### src/rtl/sar_adc_ctrl_if.sv
// rtl/sar_adc_ctrl_if.sv - conversion handshake and analog-side signals of the SAR controller
//
// Purpose: groups the start/done handshake, the comparator input and the
// DAC/track-hold outputs of sar_adc_ctrl into one bundle.
// Signals:
//   start      conversion request (requester -> controller)
//   cmp        asynchronous comparator decision, 1 = Vin >= Vdac
//   sample_en  closes the track/hold switch
//   dac_code   WIDTH-bit code driven to the DAC
//   busy       conversion in progress
//   done       one-cycle pulse, result valid
//   result     last completed conversion
// Modports: master = requester/analog side, slave = controller.

interface sar_adc_ctrl_if #(
  parameter int WIDTH = 8
) ();
  logic             start;
  logic             cmp;
  logic             sample_en;
  logic [WIDTH-1:0] dac_code;
  logic             busy;
  logic             done;
  logic [WIDTH-1:0] result;

  modport master (
    output start, cmp,
    input  sample_en, dac_code, busy, done, result
  );

  modport slave (
    input  start, cmp,
    output sample_en, dac_code, busy, done, result
  );
endinterface

### src/rtl/sar_adc_ctrl.sv
// rtl/sar_adc_ctrl.sv - successive-approximation ADC controller around an external DAC/comparator
//
// Purpose: per accepted start, samples the input on the track/hold, then
// binary-searches a WIDTH-bit DAC code MSB first using the synchronized
// comparator decision, and publishes the final code on result with a done pulse.
// Ports:
//   clk  rising-edge clock
//   rst  synchronous active-high reset
//   bus  sar_adc_ctrl_if.slave: start, cmp in; sample_en, dac_code, busy,
//        done, result out

module sar_adc_ctrl #(
  parameter int WIDTH         = 8,
  parameter int SAMPLE_CYCLES = 2,
  parameter int SETTLE_CYCLES = 3
) (
  input  logic          clk,
  input  logic          rst,
  sar_adc_ctrl_if.slave bus
);

  localparam int IDX_W = (WIDTH > 1) ? $clog2(WIDTH) : 1;
  localparam logic [WIDTH-1:0] ONE = WIDTH'(1);

  typedef enum logic [2:0] {
    IDLE   = 3'd0,
    SAMPLE = 3'd1,
    SETTLE = 3'd2,
    DECIDE = 3'd3,
    DONE   = 3'd4
  } state_t;

  state_t           state_q, state_d;
  logic [3:0]       cnt_q, cnt_d;
  logic [IDX_W-1:0] idx_q, idx_d;
  logic [WIDTH-1:0] code_q, code_d;
  logic [WIDTH-1:0] result_q, result_d;
  logic             cmp_s1_q, cmp_s2_q;

  logic             sample_en_c;
  logic             busy_c;
  logic             done_c;
  logic [WIDTH-1:0] dac_code_c;
  logic [WIDTH-1:0] test_bit;
  logic [WIDTH-1:0] kept_code;

  always_ff @(posedge clk) begin
    if (rst) begin
      state_q  <= IDLE;
      cnt_q    <= '0;
      idx_q    <= '0;
      code_q   <= '0;
      result_q <= '0;
      cmp_s1_q <= 1'b0;
      cmp_s2_q <= 1'b0;
    end else begin
      state_q  <= state_d;
      cnt_q    <= cnt_d;
      idx_q    <= idx_d;
      code_q   <= code_d;
      result_q <= result_d;
      // cmp is asynchronous to clk; only cmp_s2_q is ever consumed.
      cmp_s1_q <= bus.cmp;
      cmp_s2_q <= cmp_s1_q;
    end
  end

  always_comb begin
    state_d     = state_q;
    cnt_d       = cnt_q;
    idx_d       = idx_q;
    code_d      = code_q;
    result_d    = result_q;
    sample_en_c = 1'b0;
    busy_c      = 1'b0;
    done_c      = 1'b0;
    dac_code_c  = '0;
    test_bit    = ONE << idx_q;
    // Trial code with the bit under test resolved by the comparator.
    kept_code   = cmp_s2_q ? code_q : (code_q & ~test_bit);

    unique case (state_q)
      IDLE: begin
        if (bus.start) begin
          state_d = SAMPLE;
          cnt_d   = '0;
          idx_d   = IDX_W'(WIDTH - 1);
          code_d  = '0;
        end
      end

      SAMPLE: begin
        sample_en_c = 1'b1;
        busy_c      = 1'b1;
        if (cnt_q == 4'(SAMPLE_CYCLES - 1)) begin
          state_d = SETTLE;
          cnt_d   = '0;
          code_d  = ONE << (WIDTH - 1);
        end else begin
          cnt_d = cnt_q + 4'd1;
        end
      end

      SETTLE: begin
        busy_c     = 1'b1;
        dac_code_c = code_q;
        if (cnt_q == 4'(SETTLE_CYCLES - 1)) begin
          state_d = DECIDE;
          cnt_d   = '0;
        end else begin
          cnt_d = cnt_q + 4'd1;
        end
      end

      DECIDE: begin
        busy_c     = 1'b1;
        dac_code_c = code_q;
        if (idx_q != '0) begin
          code_d  = kept_code | (test_bit >> 1);
          idx_d   = idx_q - 1'b1;
          state_d = SETTLE;
        end else begin
          // Result is loaded here so it changes on the edge that raises done.
          code_d   = kept_code;
          result_d = kept_code;
          state_d  = DONE;
        end
      end

      DONE: begin
        busy_c     = 1'b1;
        done_c     = 1'b1;
        dac_code_c = code_q;
        state_d    = IDLE;
      end

      default: begin
        state_d = IDLE;
      end
    endcase
  end

  assign bus.sample_en = sample_en_c;
  assign bus.busy      = busy_c;
  assign bus.done      = done_c;
  assign bus.dac_code  = dac_code_c;
  assign bus.result    = result_q;

endmodule

### src/flat_wrapper.sv
// flat-port wrapper written by rule: the top's interface ports become plain ports
module sar_adc_ctrl_flat 
#(
  parameter int WIDTH         = 8,
  parameter int SAMPLE_CYCLES = 2,
  parameter int SETTLE_CYCLES = 3
)
  (clk, rst, bus_start, bus_cmp, bus_sample_en, bus_dac_code, bus_busy, bus_done, bus_result);
  sar_adc_ctrl_if #(.WIDTH(WIDTH)) bus_i ();
  input  logic clk;
  input  logic rst;
  input wire logic [$bits(bus_i.start)-1:0] bus_start;
  input wire logic [$bits(bus_i.cmp)-1:0] bus_cmp;
  output wire logic [$bits(bus_i.sample_en)-1:0] bus_sample_en;
  output wire logic [$bits(bus_i.dac_code)-1:0] bus_dac_code;
  output wire logic [$bits(bus_i.busy)-1:0] bus_busy;
  output wire logic [$bits(bus_i.done)-1:0] bus_done;
  output wire logic [$bits(bus_i.result)-1:0] bus_result;
  assign bus_i.start = bus_start;
  assign bus_i.cmp = bus_cmp;
  assign bus_sample_en = bus_i.sample_en;
  assign bus_dac_code = bus_i.dac_code;
  assign bus_busy = bus_i.busy;
  assign bus_done = bus_i.done;
  assign bus_result = bus_i.result;
  sar_adc_ctrl #(.WIDTH(WIDTH), .SAMPLE_CYCLES(SAMPLE_CYCLES), .SETTLE_CYCLES(SETTLE_CYCLES)) u_core (.clk(clk), .rst(rst), .bus(bus_i));
endmodule
### config.mk
export PLATFORM = sky130hd
export DESIGN_NAME = sar_adc_ctrl_flat
export DESIGN_NICKNAME = d
export VERILOG_FILES = /design/src/rtl/sar_adc_ctrl_if.sv /design/src/rtl/sar_adc_ctrl.sv /design/src/flat_wrapper.sv
export SDC_FILE = /design/constraint.sdc
export NUM_CORES = 1
export LEC_CHECK = 0
export ABC_AREA = 0
export CAP_MARGIN = 20
export CORE_ASPECT_RATIO = 1.1
export CORE_MARGIN = 3
export CORE_UTILIZATION = 30
export CTS_CLUSTER_SIZE = 14
export DETAILED_ROUTE_END_ITERATION = 6
export GPL_ROUTABILITY_DRIVEN = 0
export GPL_TIMING_DRIVEN = 0
export SETUP_SLACK_MARGIN = 0.2
export SLEW_MARGIN = 20
export SYNTH_ARGS = -nofsm -noshare
export SYNTH_HDL_FRONTEND = slang
export SYNTH_SLANG_ARGS = --single-unit
export TNS_END_PERCENT = 1
### constraint.sdc
create_clock -name clk -period 2.6 [get_ports clk]
set_input_delay 0.26 -clock clk [delete_from_list [all_inputs] [get_ports clk]]
set_output_delay 0.26 -clock clk [all_outputs]
set_load 0.05 [all_outputs]
After elaboration in Yosys (flattened, before gate mapping)
Cells that the tools add are included.
W data, S select, Z words.

word-level totals
  register bits after elaboration = 28
  input bits = 4
  logic and storage cells = 57
  output and inout bits = 19

operators by class
  eq/ne operators = 10
  shift operators = 1
  multiplexer cells = 21
  bitwise logic cells = 4
  add/subtract/negate cells = 2
  reduce and logical (&&, ||, !) cells = 12

operators by type and width
  operator               count
  $mux W8                5
  $pmux W8 S3            1
  $mux W3                6
  $mux W4                3
  $pmux W3 S4            1
  $pmux W4 S3            1
  $reduce_and A3 Y1      3
  $reduce_bool A3 Y1     3
  $and A8 B8 Y8          1
  $not A8 Y8             1
  $or A8 B7 Y8           1
  $shl A1 B3 Y8 const A  1
  $eq A3 B2 Y1 const B   2
  $ne A2 B1 Y1 const B   3
  $pmux W3 S2            1
  $add A4 B1 Y4 const B  1
  $eq A4 B1 Y1 const B   1
  $eq A4 B2 Y1 const B   1
  $reduce_and A2 Y1      2
  $reduce_or A4 Y1       1
  $eq A3 B1 Y1 const B   1
  $eq A3 B3 Y1 const B   1
  $logic_not A3 Y1       1
  $mux W1                3
  5 further kinds        5

Longest topological paths before layout
  depth after elaboration = 7
  mapped depth = 8
  mapped depth without buffers = 6

Worst setup path after synthesis
No wires, ideal clock.

  path type = register -> output
  from = reg u_core.state_q[2]
  to = out bus_dac_code[0]
  cell stages (with the launch flop) = 6
  path buffers = 1
  required time = 2.340 ns
  setup slack = -0.674 ns
  arrival = 3.014 ns
  path through = dfxtp_1 > clkbuf_1 > inv_1 > nor3_1 > a21oi_1 > nor2b_1

on the way
  cells in the longest elaborated chain, start to end = 3
  elaborated cells between the ends (all ways) = 5
  classes of those cells = 3 x eq/ne; 1 x mux; 1 x reduce/logical

RTL lines
  item                                                 line                source
  start: declaration                                   sar_adc_ctrl.sv:33  state_t state_q, state_d;
  start signal: assignment                             sar_adc_ctrl.sv:57  state_q <= state_d;
  $eq A3 B3 Y1 / $eq A3 B2 Y1 (equally long branches)  sar_adc_ctrl.sv:82  unique case (state_q)
  $reduce_or A3 Y1 (no source line) (*)                --
  $mux W8 (*)                                          sar_adc_ctrl.sv:82
  end: declaration                                     flat_wrapper.sv:15  output wire logic [$bits(bus_i.dac_code)-1:0] bus_dac_code;

Mark *: on every way between the ends. The rest lies on a longest branch, timed or not.

Worst setup path after layout
  from = reg u_core.state_q[2]
  to = out bus_dac_code[1]

Same word-level chain as after synthesis.

==> run_results.csv <==
group,metric,value,unit
run_status,status,"complete, no violations",
sta,slew_violations,0,
sta,finalCritPeriodShare,90.3,%
final_layout,nets,212,
pwr,combPwrFrac,25.7,%
yosys,synth_top_area_share,38.1,%
yosys,synth_common_cells,"dfxtp_1, nand2_1, a21oi_1",
job,maxCapViolations,0,
cts,clockBufferDepth,2,
final_layout,drive_above_1_share,12.4,%
place,numPortBuffers,22,
drt,vias,1373,
yosys,synthFlopType,"dfxtp_1",
sta,setup_violations,0,
yosys,synth_top_family_by_area,"simple AND/OR/NAND/NOR gates",
sta,worstMarginPinSlew,0.526,ns
cts,cts_made_buffers,3,
yosys,muxShareOfSynthArea,1.36,%
yosys,synth-seq-cells,28,
yosys,ys.warnings.count,0,
worst_setup_path,crit_path_end_kind,"output pin",
cts,htreeDepth,1,
pwr,vdd_drop_max,0.225,mV
worst_setup_path,critPathRequiredTime,2.34,ns
worst_hold_path,hp-class,"flop to flop",
pwr,switchingPower,336,uW
die,chipHeight,79.5,um
global_route,grt_overflow_total,0,
yosys,synth-compound-area-share,25.6,%
sta,layout_setup_ws,0.253,ns
place,dp_hpwl,2620,um
sta,hold_viol,0,
pwr,p_int,761,uW
die,fp.dieArea,5790,um2
sta,rsz0062_at_grt,"yes",
yosys,yosysMostFrequentCell,"dfxtp_1",
die,start_util,31.4,%
sta,fin_crit,2.35,ns
global_route,antenna_found_initial,0,
drt,detail-route-antenna-nets,0,
yosys,yosys.area_share.xor_xnor,0,%
yosys,netlist.top_cell.by_area,"dfxtp_1",
drt,viasPerCell,5.32,
yosys,synthAdderAreaFrac,4.25,%
yosys,synth-edff-count,0,
yosys,netlist_top_cells_area,"dfxtp_1, nor2b_1, a21oi_1",
worst_setup_path,crit_fanout,10,
sta,max_freq,426,MHz
pwr,p_sw_share,30.6,%
pwr,leakagePower,0.000682,uW
cts,insertion_delay,0.27,ns
die,die_w,72.8,um
yosys,async_flop_share,0,%
drt,avgRoutedWirePerCell,13.9,um
sta,skew,0.00327,ns
drt,drt_wl_total,3580,um
cts,hold_buffers,0,
cts,clk_pin_slew,0.10,ns
worst_setup_path,cp-start-kind,"flop",
worst_setup_path,path_class,"flop to output pin",
yosys,seq_area_frac_synth,38.1,%
yosys,syn_area_per_cell,8.37,um2
drt,first_pass_iters,4,
yosys,synth_area,1470,um2
die,core_area,4680,um2
sta,relSlewSlack,64.5,%
pwr,powerDensity,584,nW/um2
cts,cts.sinks,28,
cts,cts_tree,"done",
drt,drtIter0Drc,121,
global_route,grt_usage,13.0,%
cts,root_buffer,"clkbuf_8",
global_route,grt_pass1_vias,1291,
drt,drc,0,
die,rows,26,
pwr,seqPwrFrac,42.7,%
yosys,syn_nets,185,
place,pre_cts_ws,-0.0847,ns
final_layout,antenna_cells,0,
sta,hold_slack,0.444,ns
pwr,clockPowerShare,31.6,%
final_layout,syn2layout_area_growth,27.6,%
worst_setup_path,critPathArrivalTime,2.09,ns
yosys,synthCells,176,
die,io_pins,23,
global_route,grt_max_degree,17,
global_route,grt_pass1_wl,6050,um
yosys,synth_cell_type_count,41,
yosys,synthSimpleGateAreaFrac,25.7,%
[repair_timing]
item / 4_1_cts / 5_1_grt
setup endpoints to repair: 11 / 8
pin swaps: 0 / 0
gates resized for setup: 24 / 2
setup buffers: 0 / 0
hold endpoints to repair: 0 / 0
[worst paths after layout]
kind | start | depth (start not counted) | to | slack (ns)
setup / recovery | u_core.state_q[2]$_SDFFE_PP0P_ | 6 | bus_dac_code[1] | 0.25
hold / removal | u_core.cmp_s1_q$_SDFF_PP0_ | 1 | u_core.cmp_s2_q$_SDFF_PP0_ | 0.44
setup reg to reg | u_core.idx_q[0]$_SDFFE_PP0P_ | 8 | u_core.bus.result[1]$_SDFFE_PP0P_ | 0.40
hold reg to reg | u_core.cmp_s1_q$_SDFF_PP0_ | 1 | u_core.cmp_s2_q$_SDFF_PP0_ | 0.44
[worst max-delay path, stage by stage (launching register included)]
cell,delay (ns)
dfxtp_1,0.32
clkbuf_2,0.19
inv_1,0.31
nor3_4,0.08
a21oi_4,0.39
nor2b_2,0.07
clkdlybuf4s15_1,0.46
[layout make-up]
cell class	count	area (um2)
repair buffers	22	219
inverters	9	33.8
plain buffers	10	45.0
clock inverters	1	30.0
well taps	56	70.1
clock buffers	3	41.3
fillers	507	2810
flip-flops and latches	28	561
multi-input cells	129	880
[cells in the final DEF (no fill, tap or decap), types with 4 or more instances in the layout]
cell type | synthesis | layout
dfxtp_1 | 28 | 28
nand2_1 | 20 | 20
a21oi_1 | 15 | 14
clkdlybuf4s50_1 | 0 | 11
inv_1 | 8 | 8
o21ai_0 | 8 | 8
nor2b_2 | 0 | 7
nor2_1 | 8 | 7
clkbuf_1 | 9 | 6
nor2b_1 | 13 | 6
ha_1 | 5 | 5
nand3_1 | 4 | 4
nand2b_1 | 4 | 4
a21o_1 | 4 | 4
a32o_1 | 4 | 4
a211oi_1 | 4 | 4
clkdlybuf4s15_1 | 0 | 4
dlygate4sd2_1 | 0 | 4
[cells by family after synthesis]
kind of cell	count (synthesis)
multiplexers	2
adder cells (fa/ha/maj)	5
flip-flops	28
buffers and inverters	19
AND/OR/NAND/NOR	69
AO/OA/AOI/OAI	53
[layer usage]
metal	wire length, um	up-vias	part of all wire (%)	global-route usage [%]
met3	77	4	2.1	1.64
met4	41	0	1.1	4.06
li1	-	692	-	-
met5	0	-	0	0
met2	1620	23	45	20.4
met1	1850	654	52	18.4
[state kept, by name, summed over array words and instances (netlist names)]
name and count:
u_core.bus.result 8, u_core.cnt_q 4, u_core.code_q 8, u_core.state_q 3
u_core.cmp_s2_q 1, u_core.idx_q 3, u_core.cmp_s1_q 1
[stage by stage]
stage / util (%) / cell area, um2 / power (uW) / setup TNS (ns) / cells
after floorplan: - / 1500 / 688 / 0 / 176
after global placement: 38.3 / 1790 / 757 / -4.01 / 254
after detailed placement: 38.4 / 1800 / 760 / -0.463 / 254
after CTS: 40.1 / 1880 / 1110 / 0 / 258
after global routing: 40.1 / 1880 / 1160 / 0 / 258
final: 40.1 / 1880 / 1100 / 0 / 258
[power groups by stage]
stage               Clock (uW)  Sequential, uW  Combinational, uW
floorplan                    0             474                214
global placement             0             478                279
detailed placement           0             479                282
CTS                        358             468                279
global route               371             472                313
finish                     347             468                282
Power figures use the tool's default switching activity.
